===== src/rtl/spi_pkg.sv =====
// spi_pkg: shared SPI receiver state encoding and default frame width
package spi_pkg;
  typedef enum logic [1:0] {IDLE, RECV, WAIT_CS} spi_rx_state_t;
  localparam int SPI_WIDTH_DEFAULT = 12;
endpackage


===== src/rtl/spi_slave_rx_if.sv =====
// spi_slave_rx_if: serial pins from the master plus the received-word outputs
interface spi_slave_rx_if import spi_pkg::*; #(
  parameter int WIDTH = SPI_WIDTH_DEFAULT
) ();
  logic sclk;
  logic cs;
  logic mosi;
  logic [WIDTH-1:0] dout;
  logic done;
  logic err;
  logic busy;
  modport master (output sclk, cs, mosi, input dout, done, err, busy);
  modport slave (input sclk, cs, mosi, output dout, done, err, busy);
endinterface


===== src/rtl/spi_sync_edge.sv =====
// spi_sync_edge: multi-flop synchroniser with one history flop for edge pulses
module spi_sync_edge #(
  parameter int SYNC_STAGES = 2,
  parameter logic IDLE_LVL = 1'b0
) (
  input  logic clk,
  input  logic rst,
  input  logic d_i,
  output logic lvl_o,
  output logic rise_o,
  output logic fall_o
);
  logic [SYNC_STAGES:0] sync_q;
  // Shift the pin through the synchroniser; the top bit is last cycle's level
  always_ff @(posedge clk or negedge rst) begin
    if (!rst) sync_q <= {(SYNC_STAGES + 1){IDLE_LVL}};
    else sync_q <= {sync_q[SYNC_STAGES-1:0], d_i};
  end
  assign lvl_o  = sync_q[SYNC_STAGES-1];
  assign rise_o = sync_q[SYNC_STAGES-1] & ~sync_q[SYNC_STAGES];
  assign fall_o = ~sync_q[SYNC_STAGES-1] & sync_q[SYNC_STAGES];
endmodule


===== src/rtl/spi_slave_rx.sv =====
// spi_slave_rx: mode-0 SPI receiver deserialising one LSB-first word per chip-select frame
module spi_slave_rx import spi_pkg::*; #(
  parameter int WIDTH = SPI_WIDTH_DEFAULT,
  parameter int SYNC_STAGES = 2
) (
  input logic clk,
  input logic rst,
  spi_slave_rx_if.slave bus
);
  localparam int CW = $clog2(WIDTH + 1);
  localparam logic [CW-1:0] LAST = CW'(WIDTH - 1);
  localparam logic [CW-1:0] FULL = CW'(WIDTH);
  spi_rx_state_t state_q;
  logic run_q, done_q, err_q;
  logic [CW-1:0] cnt_q;
  logic [WIDTH-1:0] shift_q, shift_d, dout_q;
  logic sclk_rise, cs_lvl, cs_rise, mosi_lvl;
  logic sclk_lvl_unused, sclk_fall_unused, cs_fall_unused, mosi_rise_unused, mosi_fall_unused;
  spi_sync_edge #(.SYNC_STAGES(SYNC_STAGES), .IDLE_LVL(1'b0)) u_sclk (
    .clk(clk), .rst(rst), .d_i(bus.sclk),
    .lvl_o(sclk_lvl_unused), .rise_o(sclk_rise), .fall_o(sclk_fall_unused)
  );
  spi_sync_edge #(.SYNC_STAGES(SYNC_STAGES), .IDLE_LVL(1'b1)) u_cs (
    .clk(clk), .rst(rst), .d_i(bus.cs),
    .lvl_o(cs_lvl), .rise_o(cs_rise), .fall_o(cs_fall_unused)
  );
  spi_sync_edge #(.SYNC_STAGES(SYNC_STAGES), .IDLE_LVL(1'b0)) u_mosi (
    .clk(clk), .rst(rst), .d_i(bus.mosi),
    .lvl_o(mosi_lvl), .rise_o(mosi_rise_unused), .fall_o(mosi_fall_unused)
  );
  assign shift_d  = {mosi_lvl, shift_q[WIDTH-1:1]};
  assign bus.dout = dout_q;
  assign bus.done = done_q;
  assign bus.err  = err_q;
  assign bus.busy = state_q == RECV;
  // Synchronise reset release: the FSM acts from the clk after rst is seen high
  always_ff @(posedge clk or negedge rst) begin
    if (!rst) run_q <= 1'b0;
    else run_q <= 1'b1;
  end
  // Frame FSM; a final bit landing together with cs rising still completes the frame
  always_ff @(posedge clk or negedge rst) begin
    if (!rst) begin
      state_q <= IDLE;
      cnt_q   <= '0;
      shift_q <= '0;
      dout_q  <= '0;
      done_q  <= 1'b0;
      err_q   <= 1'b0;
    end else begin
      done_q <= 1'b0;
      err_q  <= 1'b0;
      if (run_q) begin
        case (state_q)
          IDLE: begin
            if (!cs_lvl) begin
              state_q <= RECV;
              cnt_q   <= '0;
            end
          end
          RECV: begin
            if (cnt_q == FULL) begin
              dout_q  <= shift_q;
              done_q  <= 1'b1;
              cnt_q   <= '0;
              state_q <= cs_lvl ? IDLE : WAIT_CS;
            end else if (cs_rise && !(sclk_rise && cnt_q == LAST)) begin
              err_q   <= 1'b1;
              shift_q <= '0;
              cnt_q   <= '0;
              state_q <= IDLE;
            end else if (sclk_rise) begin
              shift_q <= shift_d;
              cnt_q   <= cnt_q + 1'b1;
            end
          end
          WAIT_CS: begin
            if (cs_rise) state_q <= IDLE;
          end
          default: state_q <= IDLE;
        endcase
      end
    end
  end
endmodule


===== src/flat_wrapper.sv =====
// flat-port wrapper written by rule: the top's interface ports become plain ports
module spi_slave_rx_flat import spi_pkg::*;
#(
  parameter int WIDTH = SPI_WIDTH_DEFAULT,
  parameter int SYNC_STAGES = 2
)
  (clk, rst, bus_sclk, bus_cs, bus_mosi, bus_dout, bus_done, bus_err, bus_busy);
  spi_slave_rx_if #(.WIDTH(WIDTH)) bus_i ();
  input logic clk;
  input logic rst;
  input wire logic [$bits(bus_i.sclk)-1:0] bus_sclk;
  input wire logic [$bits(bus_i.cs)-1:0] bus_cs;
  input wire logic [$bits(bus_i.mosi)-1:0] bus_mosi;
  output wire logic [$bits(bus_i.dout)-1:0] bus_dout;
  output wire logic [$bits(bus_i.done)-1:0] bus_done;
  output wire logic [$bits(bus_i.err)-1:0] bus_err;
  output wire logic [$bits(bus_i.busy)-1:0] bus_busy;
  assign bus_i.sclk = bus_sclk;
  assign bus_i.cs = bus_cs;
  assign bus_i.mosi = bus_mosi;
  assign bus_dout = bus_i.dout;
  assign bus_done = bus_i.done;
  assign bus_err = bus_i.err;
  assign bus_busy = bus_i.busy;
  spi_slave_rx #(.WIDTH(WIDTH), .SYNC_STAGES(SYNC_STAGES)) u_core (.clk(clk), .rst(rst), .bus(bus_i));
endmodule

===== config.mk =====
export PLATFORM = sky130hd
export DESIGN_NAME = spi_slave_rx_flat
export DESIGN_NICKNAME = d
export VERILOG_FILES = /design/src/rtl/spi_pkg.sv /design/src/rtl/spi_slave_rx_if.sv /design/src/rtl/spi_sync_edge.sv /design/src/rtl/spi_slave_rx.sv /design/src/flat_wrapper.sv
export SDC_FILE = /design/constraint.sdc
export NUM_CORES = 1
export LEC_CHECK = 0
export CAP_MARGIN = 20
export CORE_ASPECT_RATIO = 1.25
export CORE_MARGIN = 1
export CORE_UTILIZATION = 54
export CTS_CLUSTER_DIAMETER = 50
export DETAILED_ROUTE_END_ITERATION = 10
export DONT_BUFFER_PORTS = 1
export PLACE_DENSITY = 0.75
export SLEW_MARGIN = 30
export SYNTH_ARGS = -nofsm -noshare
export SYNTH_HDL_FRONTEND = slang
export SYNTH_SLANG_ARGS = --single-unit
export TNS_END_PERCENT = 20

===== constraint.sdc =====
create_clock -name clk -period 1.7 [get_ports clk]
set_clock_uncertainty 0.05 [all_clocks]
set_input_delay 0.085 -clock clk [delete_from_list [all_inputs] [get_ports clk]]
set_output_delay 0.085 -clock clk [all_outputs]
set_load 0.05 [all_outputs]

# Word level (Yosys, flattened, before mapping)
# Cells that the tools add are included.
[word_totals]
out_inout_bits = 15
regBits = 41
inputBits = 5
[op_classes]
n_reduce_logical = 10
mux = 20
eq_ne = 8
n_bitwise = 5
add_sub_neg = 1
[op_table]
columns = ["operator", "count"]
rows = [
  ["12-bit 2-to-1 mux", 2],
  ["4-bit 2-to-1 mux", 4],
  ["4-bit AND reduction", 3],
  ["2-bit 2-to-1 mux", 5],
  ["4-bit == test, second input constant", 2],
  ["4-bit one-hot mux with 2 select lines", 1],
  ["1-bit 2-to-1 mux", 7],
  ["2-bit one-hot mux with 3 select lines", 1],
  ["4-bit by 1-bit adder with 4-bit output, second input constant", 1],
  ["4-bit by 1-bit inequality test with 1-bit output, second input constant", 1],
  ["2-bit nonzero test", 2],
  ["3-bit by 1-bit inequality test with 1-bit output, second input constant", 1],
  ["1-bit NOT", 3],
  ["3-bit AND reduction", 1],
  ["1-bit AND", 2],
  ["2-bit by 1-bit == test with 1-bit output, second input constant", 1],
  ["2-bit == test, second input constant", 1],
  ["1-bit logical AND", 2],
  ["2-bit logical NOT", 1],
  ["2-bit by 1-bit inequality test with 1-bit output, second input constant", 1],
  ["2-bit inequality test, second input constant", 1],
  ["1-bit logical NOT", 1],
]

# Longest topological paths before layout
[depth]
ltp_word = 9
mapped_depth = 8

# By module
# Synthesis repeated with hierarchy kept, for this count alone.
[hier_totals]
hier_cells = 141
hier_area_um2 = 1724.2
[by_module_without_submodules]
columns = ["mod", "instances", "area_each_um2", "cells_per_inst"]
rows = [
  ["spi_slave_rx", 1, 1450.1, 126],
  ["spi_sync_edge at u_core.u_mosi ...", 2, 90.1, 5],
  ["spi_sync_edge at u_core.u_cs", 1, 93.8, 5],
]

# Least setup slack after synthesis
# Ideal clock, no wire load.
[synth_path]
path_type = "reg-to-reg"
start = "register u_core.state_q[1]"
end = "register u_core.shift_q[11]"
setup_slack_ns = -0.125
stages_incl_launch_ff = 7
period_less_slack_ns = 1.825
arrival_time_ns = 1.710
required_time_ns = 1.585
path_buffers = 2
setup_time_ns = 0.065
path_cell_list = "dfrtp_1 nor2b_2 and2_4 and3_4 buf_6 buf_6 a22o_1"
[synth_via]
elab_chain_cells = 2
[synth_rtl]
columns = ["element", "line_no", "text"]
rows = [
  ["start, declared", "spi_slave_rx.sv:13", "spi_rx_state_t state_q;"],
  ["start signal, assigned", "spi_slave_rx.sv:66", "state_q <= cs_lvl ? IDLE : WAIT_CS;"],
  ["2-bit by 1-bit == test with 1-bit output", "--", ""],
  ["net bus_busy", "flat_wrapper.sv:17", "output wire logic [$bits(bus_i.busy)-1:0] bus_busy;"],
  ["4-bit AND reduction (no source line)", "--", ""],
  ["end signal, assigned", "spi_slave_rx.sv:73", "shift_q <= shift_d;"],
  ["end, declared", "spi_slave_rx.sv:16", "logic [WIDTH-1:0] shift_q, shift_d, dout_q;"],
]
# The timed path passes the listed nets, and every way through them passes these cells.
# A chain may end at the register's enable or synchronous reset.

# Worst setup path after layout
[layout_path]
start = "register u_core.cnt_q[0]"
end = "register u_core.cnt_q[2]"
[layout_via]
elab_chain_cells = 7
elab_cells_between_ends = 12
cone_classes = "add/sub: 1; eq/ne: 3; mux: 4; reduce/logical: 4"
[layout_rtl]
columns = ["element", "line_no", "text"]
rows = [
  ["start, declared", "spi_slave_rx.sv:15", "logic [CW-1:0] cnt_q;"],
  ["start signal, assigned", "spi_slave_rx.sv:74", "cnt_q <= cnt_q + 1'b1;"],
  ["branches (longest 7 deep; another with 4-bit by 1-bit adder with 4-bit output)", "--", ""],
]
# Several ways; the timed one is not identified. The select of a mux whose other input is x is not followed.

==> flow_summary.yaml <==
status:
  status: "finished with violations"
  violations: "negative setup slack"
sta:
  worst_pin_slew_ns: 0.505
  grt_setup_unrepaired: "yes"
  timing.final.ws_setup_ns: -0.00241
  post-route-period-util_pct: 100
  setup_tns_ns: -0.00323
  fin_crit_ns: 1.70
  max_slew_margin_pct: 66.3
  setup_violations: 2
  slew_viol_final: 0
  fmax_mhz: 587
  hold_viol_final: 0
floorplanning:
  die_h_um: 62.9
  dieArea_um2: 3190
  die_w_um: 50.7
  fp-row-count: 21
  ios: 20
  core_area_um2: 2760
  initial_core_util_pct: 58.0
global_route:
  overflow: 0
  grt_pass1_vias: 1085
  grt_pass1_wl_um: 5600
  grt_max_degree: 42
  antenna_found_initial: 0
  grt_usage_pct: 24.8
run:
  cap_violations: 0
layout:
  mostFrequentLayoutCells: "38 x dfrtp_1, 13 x a22o_1, 12 x mux2_4, 12 x buf_4, 5 x clkbuf_4"
  layout-area-overhead-vs-synth_pct: 22.9
  antenna_cells: 0
  drive_gt1_share_pct: 37.0
  nets: 144
  instances_no_fill: 172
  nFillCells: 179
  final_common_cell: "dfrtp_1"
  final_area_um2: 1970
setup_path:
  worstSetupPathType: "register to register"
  crit_fanout: 8
  startpoint_type: "register"
  worstPathRequired_ns: 1.91
  cp_cell_sequence: "buf_4 > ha_1 > nand3b_1 > a21oi_1 > and3_4 > a221o_1"
  worst_ep_arrival_time_ns: 1.91
  slowest_stage: "dfrtp_1"
  endpoint_kind: "register"
  worst_path_largest_cell_delay_ns: 0.41
cts:
  clk_latency_ns: 0.36
  cts_buffer_depth: 2
  cts-htree-levels: 2
  cts_num_sinks: 41
  cts_tree: "yes"
  cts_buffers: 5
  cts.reportedPaths.clkPinSlew_ns: 0.13
  root_buffer: "clkbuf_4"
drt:
  drt-initial-drc-count: 32
  drt-pass1-iter-count: 4
  viasPerCell: 5.92
  vias: 1018
  wire_per_inst_um: 19.2
  antenna_left: 0
  finalWirelength_um: 3300
  drcViolationCount: 0
pwr:
  leakage_nw: 0.948
  power.density_nw_per_um2: 1170
  vdd_ir_drop_max_mv: 0.873
  p_total_mw: 2.30
placement:
  hpwl_um: 1760
  gp_congestion: 0.852
  dpl_cell_area_um2: 1660
  place_ws_ns: -0.0256
  dp_cells: 148
  port-buffer-count: 0
synthesis:
  ys_ff_latch: 41
  yosys_warnings: 0
  ys_seq_area_share_pct: 64.3
  postSynthCellCount: 112
  syn-num-nets: 119
  syn_area_um2: 1600
  synth.avg_cell_area_um2: 14.3
  synth.distinct_cells: 32
min_path:
  hold_path_class: "input port to asynchronous set/reset pin"
## worst paths after layout
path | startpoint | end | slack [ns] | depth (start not counted)
max in group asynchronous | rst | u_core.u_cs.sync_q[1] | 1.21 | 2
min reg2reg | u_core.u_cs.sync_q[0] | u_core.u_cs.sync_q[1] | 0.32 | 0
max | u_core.cnt_q[0] | u_core.cnt_q[2] | -0.002 | 6
max reg2reg | u_core.cnt_q[0] | u_core.cnt_q[2] | -0.002 | 6
min | rst | u_core.state_q[1] | 0.12 | 2
min in group clk | bus_cs | u_core.u_cs.sync_q[0] | 0.22 | 1
## flip-flops by register name (all words and copies together), names as in the netlist
signal	count
u_core.u_sclk.sync_q	3
u_core.bus.done	1
u_core.run_q	1
u_core.u_mosi.sync_q	2
u_core.shift_q	12
u_core.bus.err	1
u_core.bus.dout	12
u_core.state_q	2
u_core.cnt_q	4
u_core.u_cs.sync_q	3
## cell usage after synthesis, drive strengths merged
master,n,area (um2)
a211o,1,8.76
a21boi,1,7.51
a21oi,3,15.0
a221o,1,10.0
a22o,13,114
a31oi,1,6.26
and2,1,8.76
and2b,1,7.51
and3,1,11.3
and4,1,8.76
buf,4,35.0
conb,1,3.75
dfrtp,38,951
dfstp,3,78.8
ha,2,25.0
inv,4,15.0
mux2,13,146
nand2,3,11.3
nand2b,3,18.8
nand3,3,20.0
nand3b,1,7.51
nand4b,1,8.76
nor2,4,15.0
nor2b,3,21.3
nor4,1,21.3
nor4bb,1,10.0
o21ai,3,15.0
## layer usage
| layer | part of all wire [%] | up-vias | global-route usage [%] |
|---|---|---|---|
| met3 | 3.8 | 11 | 5.11 |
| met4 | 4.0 | 0 | 15.6 |
| li1 | - | 453 | - |
| met5 | 0 | - | 0 |
| met2 | 50 | 28 | 38.7 |
| met1 | 42 | 526 | 31.2 |
## area by class of cell
class,instances,area (um2),share of cell area [%]
inverter,4,15.0,0.763
sequential,41,1030,52.3
multi-input combinational,64,609,31.0
clock inverter,2,35.0,1.78
timing repair buffer,21,195,9.92
clock buffer,6,41.3,2.10
tap,34,42.5,2.16
## through the flow
step | utilization, % | hold WS (ns)
final | 71.3 | 0.124
after global routing | 71.3 | 0.155
after CTS | 70.6 | 0.123
after detailed placement | 60.1 | -0.259
after global placement | 60.1 | -0.260
after floorplan | - | -0.261
## power by group
part	switching [mW]	leakage, nW	total (mW)	internal (mW)
combinational	0.257	0.364	0.504	0.247
sequential	0.103	0.542	1.17	1.07
clock	0.318	0.0422	0.626	0.308
## timing repair
| action | in CTS | in global routing |
|---|---|---|
| endpoints found under the setup margin | 11 | 29 |
| gates resized for setup | 20 | 4 |
| hold buffers | 5 | 0 |
| pin swaps | 2 | 3 |
| setup buffers | 9 | 1 |
| cloned | 1 | 0 |
| hold endpoints to repair | 44 | 0 |
## cell families (layout without fill, tap and decap cells)
family,count (synthesis),after routing,synth area share (%)
DFF,41,41,64.3
and+or+nand+nor,24,25,10.6
AOI/OAI and AO/OA,23,23,11.0
muxes,13,13,9.14
buffers and inverters,8,33,3.12
adders and majority gates,2,2,1.56
other,1,1,0.234
## critical path, delay by kind of cell (launching register included)
kind	cells	cell delay, ns
adder cells (fa/ha/maj)	1	0.23
AND/OR/NAND/NOR	2	0.35
AO/OA/AOI/OAI	2	0.42
flip-flops	1	0.41
buffers and inverters	1	0.15
No activity file was read; power rests on OpenSTA's default activity.
